<file path="src/rtl/decoder_2x4_grant.sv">
// Registered 2-to-4 grant decoder. Latches an encoded request index on a
// valid/ready handshake, holds the matching one-hot grant for HOLD_CYCLES
// clock periods, then pulses done for one cycle before returning to idle.
// All outputs come straight from flops; Y/V only influence next state.
module decoder_2x4_grant #(
  parameter int unsigned HOLD_CYCLES = 3  // legal range 1..15
) (
  input  logic       clk,
  input  logic       nrst,
  input  logic [1:0] Y,
  input  logic       V,
  output logic       ready,
  output logic [3:0] D,
  output logic       busy,
  output logic       done
);

  typedef enum logic [1:0] {
    StIdle  = 2'd0,
    StGrant = 2'd1,
    StDone  = 2'd2
  } state_e;

  // Counter reload: a grant of N cycles counts N-1 down to 0.
  localparam logic [3:0] CntLoad = 4'(HOLD_CYCLES - 1);

  state_e     r_state;
  logic [3:0] r_cnt;
  logic [1:0] r_y;
  logic       r_ready;
  logic [3:0] r_d;
  logic       r_busy;
  logic       r_done;

  logic       w_accept;
  logic [3:0] w_onehot;

  // Acceptance qualifies on the registered ready, so a request is only
  // taken while idle; anything seen in GRANT/DONE is dropped.
  assign w_accept = V & r_ready;
  assign w_onehot = 4'b0001 << Y;

  // State, hold counter, latched index and registered outputs.
  always_ff @(posedge clk) begin
    if (!nrst) begin
      r_state <= StIdle;
      r_cnt   <= 4'd0;
      r_y     <= 2'd0;
      r_ready <= 1'b1;
      r_d     <= 4'b0000;
      r_busy  <= 1'b0;
      r_done  <= 1'b0;
    end else begin
      case (r_state)
        StIdle: begin
          if (w_accept) begin
            r_state <= StGrant;
            r_cnt   <= CntLoad;
            r_y     <= Y;
            r_ready <= 1'b0;
            r_d     <= w_onehot;
            r_busy  <= 1'b1;
            r_done  <= 1'b0;
          end
        end
        StGrant: begin
          if (r_cnt == 4'd0) begin
            r_state <= StDone;
            r_d     <= 4'b0000;
            r_done  <= 1'b1;
          end else begin
            r_cnt <= r_cnt - 4'd1;
          end
        end
        StDone: begin
          r_state <= StIdle;
          r_ready <= 1'b1;
          r_busy  <= 1'b0;
          r_done  <= 1'b0;
        end
        default: begin
          // Unreachable encoding: recover to a clean idle.
          r_state <= StIdle;
          r_cnt   <= 4'd0;
          r_y     <= 2'd0;
          r_ready <= 1'b1;
          r_d     <= 4'b0000;
          r_busy  <= 1'b0;
          r_done  <= 1'b0;
        end
      endcase
    end
  end

  assign ready = r_ready;
  assign D     = r_d;
  assign busy  = r_busy;
  assign done  = r_done;

endmodule
</file>
<file path="config.mk">
export PLATFORM = sky130hd
export DESIGN_NAME = decoder_2x4_grant
export DESIGN_NICKNAME = d
export VERILOG_FILES = /design/src/rtl/decoder_2x4_grant.sv
export SDC_FILE = /design/constraint.sdc
export NUM_CORES = 1
export LEC_CHECK = 0
export CORE_MARGIN = 5
export CORE_UTILIZATION = 43
export DETAILED_ROUTE_END_ITERATION = 8
export GPL_TIMING_DRIVEN = 0
export PLACE_DENSITY = 0.71
export SLEW_MARGIN = 25
export SYNTH_ARGS = -nofsm -noshare
export SYNTH_HDL_FRONTEND = slang
export SYNTH_SLANG_ARGS = --single-unit
</file>
<file path="constraint.sdc">
create_clock -name clk -period 1.2 [get_ports clk]
set_input_delay 0.24 -clock clk [delete_from_list [all_inputs] [get_ports clk]]
set_output_delay 0.24 -clock clk [all_outputs]
set_load 0.02 [all_outputs]
</file>
After elaboration in Yosys (flattened, before gate mapping)
Index checks and enable logic that the tools add are counted. W data, S select, Z words.

Mux-type cells: 15. Bitwise gates (word level): 3. Reduce and logical (&&, ||, !) cells: 6. Add/subtract/negate cells: 1. Equal/unequal tests: 5. Shift operators: 1.

Operators by type and width (count): $pmux W4 S3 (2); $mux W4 (4); $ne A2 B2 Y1 const B (3); $pmux W1 S2 (3); $reduce_and A3 Y1 (2); $logic_not A4 Y1 (1); $mux W2 (2); $pmux W2 S2 (1); $reduce_and A2 Y1 (2); $shl A1 B2 Y4 const A (1); $sub A4 B1 Y4 const B (1); $mux W1 (3); $eq A2 B1 Y1 const B (1); $eq A2 B2 Y1 const B (1); $logic_not A2 Y1 (1); $not A1 Y1 (2); $and A1 B1 Y1 (1).

Input port bits: 5. Register bits after elaboration: 13. Output and inout port bits: 7.

Depth between registers and ports, before layout
Depth in word-level cells: 3. Depth in mapped cells: 5. Mapped depth without buffers: 5.

Worst setup path before layout
Ideal clock, no wire load.

Kind: register -> register. Start point: reg r_cnt[0]. End point: reg r_d[0] (netlist: D[0]). Setup time: 0.117 ns. Setup slack: -0.100 ns. Cell stages (with the launch flop): 6. Path buffers: 0. Arrival: 1.183 ns. Cell sequence: dfxtp_1 inv_1 ha_1 nor3b_2 o22ai_2 a32o_1.

Word-level cells in the longest chain between the ends: 3.

RTL lines: from (decl) (RTL line 28) `logic [3:0] r_cnt;`; from (signal assigned) (RTL line 58) `r_cnt <= CntLoad;`; from (signal assigned) (RTL line 72) `r_cnt <= r_cnt - 4'd1;`; $logic_not A4 Y1 (RTL line 67) `if (r_cnt == 4'd0) begin`; $ne A2 B2 Y1 (no line); $reduce_and A3 Y1 (no line); to (signal assigned) (RTL line 61) `r_d <= w_onehot;`; to (decl) (RTL line 31) `logic [3:0] r_d;`.

Every way passes these cells. A chain may end at the register's enable or synchronous reset.

Final worst setup path
Start point: reg r_cnt[0]. End point: reg r_cnt[3].

Word-level cells in the longest chain between the ends: 3. Elaborated cells on any way between the ends: 6. Classes of those cells: 1 x add/sub; 1 x eq/ne; 2 x mux; 2 x reduce/logical.

RTL lines (RTL line): $sub A4 B1 Y4 / $logic_not A4 Y1 (equally long branches) (72, 67); $mux W4 / $ne A2 B2 Y1 (equally long branches); $pmux W4 S3 / $reduce_and A3 Y1 (equally long branches).

Several ways; a longest one is shown, not always the timed one. The select of a mux whose other input is x is not followed.

==> impl_metrics.ini <==
[yosys]
synth_edf_count = 0
synth-xor-area-share_pct = 0
synth.area.mux_share_pct = 3.33
seq_area_frac_synth_pct = 43.3
syn_inst = 60
ys_top_cells_by_count = dfxtp_1, inv_1, a32o_1, nand2_1
syn-num-nets = 67
synth-compound-area-share_pct = 22.3
ys.flop_type = dfxtp_1
synth_top_cell_area_share_pct = 43.3
synthAdderAreaFrac_pct = 4.17
ys_ff_latch = 13
synth_most_common_cell = dfxtp_1
synth.largest_area_cell = dfxtp_1
synth_simple_gate_area_share_pct = 22.5
syn_area_um2 = 601
ys_types = 29
ys_warn_count = 0
synth_area_leaders = dfxtp_1, a32o_1, ha_1
syn_area_per_cell_um2 = 10.0
ys_async_sr_fraction_pct = 0
synth_top_family_by_area = simple AND/OR/NAND/NOR gates

[sta]
tightest_slew_ns = 0.287
maxSlewHeadroom_pct = 80.9
layout_setup_ws_ns = -0.106
holdWs_ns = 0.453
setup-tns-final_ns = -0.615
hold_viol = 0
fin_crit_sh_pct = 109
max_freq_mhz = 766
rsz0062_at_grt = true
setup_viol = 7
slew_violations = 0
skew_ns = 0.00614
period_needed_ns = 1.31

[setup_path]
crit_buf_inv = 1
r2r_start = r_cnt[0]
slowest_stage = or3_4
cp_data_arrival_time_ns = 1.48
reg2reg_depth = 4
max_stage_delay_ns = 0.37
worstReg2RegEnd = r_cnt[3]
crit_family = simple AND/OR/NAND/NOR gates
r2r_slack_ns = -0.11
worstSetupEndpoint = r_cnt[3]
critPathLaunchType = flop
cp_num_cells = 4
cp.required_ns = 1.37
cp-end-kind = flop
worstPathCellList = buf_4 -> or3_4 -> o2bb2ai_1 -> a32o_1
cp_max_fo = 2
crit_start = r_cnt[0]
critPathKind = flop to flop

[drt]
drc = 0
wl_per_cell_um = 13.6
drt_iter0_drc = 6
avgViaCountPerCell = 5.50
via_count = 528
drt-pass1-iter-count = 4
routed_wl_um = 1310
antenna_left = 0

[pwr]
p_total_uw = 1250
p_per_area_nw_per_um2 = 1530
leakagePower_uw = 0.000342
ir_worst_vdd_mv = 0.809

[cells_and_area]
drive_gt1_share_pct = 34.6
area_growth_pct = 35.4
num_antenna_cells = 0
seqCellArea_um2 = 265
fillCellCount = 112
fin_area_um2 = 813
multi_input_area_um2 = 350
fin_nets = 89

[global_route]
antenna_found_initial = 0
grt_pass1_vias = 493
grt_pass1_wl_um = 2190
grtUsageTotal_pct = 14.0
overflow = 0
grt_start_max_net_pins = 11

[floorplan]
die_w_um = 47.4
die_area_um2 = 2240
die_h_um = 47.4
num_rows = 13
start_util_pct = 45.6
ios = 12
core_um2 = 1320

[clocking]
cts_tree = done
cts_sinks = 13
holdBufCountCts = 0
root_buffer = clkbuf_4
h-tree-depth = 1
worst_skew_pair.late_latency_ns = 0.28
numCtsBuffers = 3
max-clock-path-buffers = 2
clkSlewWorstSetupHoldPaths_ns = 0.09

[run_status]
violations = setup timing
run_status = finished with violations

[worst_hold_path]
min_path_type = flop to flop
worstHoldStart = busy

[placed_design]
place_congestion = 0.697
dp_hpwl_um = 880
postPlaceCellArea_um2 = 751
dpl_worst_slack_ns = -0.376
port_buffers = 11

[run]
cap_violations = 0
==> logic make-up (layout without fill, tap and decap cells) <==
kind of cell / count (synthesis) / after routing
AO/OA/AOI/OAI: 16 / 16
adder cells (fa/ha/maj): 2 / 2
buffers and inverters: 7 / 28
flip-flops: 13 / 13
multiplexers: 2 / 2
AND/OR/NAND/NOR: 20 / 20
==> what timing repair did <==
item,4_1_cts,5_1_grt
resized for setup,9,20
buffers inserted,3,3
pin swaps,2,8
endpoints found under the setup margin,14,17
==> sequential cells by signal, summed over array words and instances (netlist names) <==
| name | count |
|---|---|
| D | 4 |
| ready | 1 |
| busy | 1 |
| done | 1 |
| r_state | 2 |
| r_cnt | 4 |
==> stage by stage <==
| stage | util, % | instances |
|---|---|---|
| finish | 61.7 | 96 |
| global placement | 57.0 | 86 |
| global route | 61.7 | 96 |
| detailed placement | 57.0 | 86 |
| floorplan | - | 60 |
| CTS | 60.2 | 93 |
==> per-layer routing <==
| metal | vias to the layer above | wire length [um] | part of all wire (%) | GRT usage, % |
|---|---|---|---|---|
| met5 | - | 0 | 0 | 0 |
| met4 | 0 | 22 | 1.7 | 8.29 |
| met3 | 2 | 44 | 3.4 | 3.45 |
| met2 | 12 | 628 | 48 | 20.3 |
| met1 | 251 | 613 | 47 | 18.6 |
| li1 | 263 | - | - | - |
==> where the power goes <==
group | total (uW) | switching, uW | internal, uW
clock network | 279 | 150 | 129
registers | 530 | 48.6 | 482
logic | 436 | 208 | 229
==> cell usage in the layout (no fill, tap or decap), drive strengths merged, types with 2 or more instances in the layout <==
| cell | n |
|---|---|
| buf | 7 |
| nand2 | 5 |
| inv | 6 |
| a32o | 5 |
| ha | 2 |
| o22ai | 2 |
| dfxtp | 13 |
| nand3b | 2 |
| a21oi | 2 |
| nand2b | 2 |
| clkdlybuf4s50 | 4 |
| nor3 | 2 |
| clkbuf | 10 |
| mux2i | 2 |
==> layout make-up <==
| type | count | share of cell area (%) |
|---|---|---|
| Buffer | 1 | 0.615 |
| Sequential cell | 13 | 32.6 |
| Tap cell | 15 | 2.31 |
| Clock buffer | 4 | 3.23 |
| Multi-Input combinational cell | 40 | 43.1 |
| Timing Repair Buffer | 17 | 15.4 |
| Inverter | 6 | 2.77 |
==> how the worst min path moves through the flow <==
| stage | slack, ns | endpoint | cells after the start |
|---|---|---|---|
| final | 0.45 | busy | 2 |
| after global routing | 0.48 | busy | 2 |
| after CTS | 0.46 | busy | 2 |
| after detailed placement | 0.45 | busy | 2 |
| after global placement | 0.44 | busy | 2 |
| after floorplan | 0.37 | D[1] | 1 |
==> tightest hold or removal path: stages, from the launching register on <==
cell	delay, ns
dfxtp_1	0.32
inv_1	0.05
a21oi_1	0.05
Note: power is estimated with default switching activity, not from simulation.
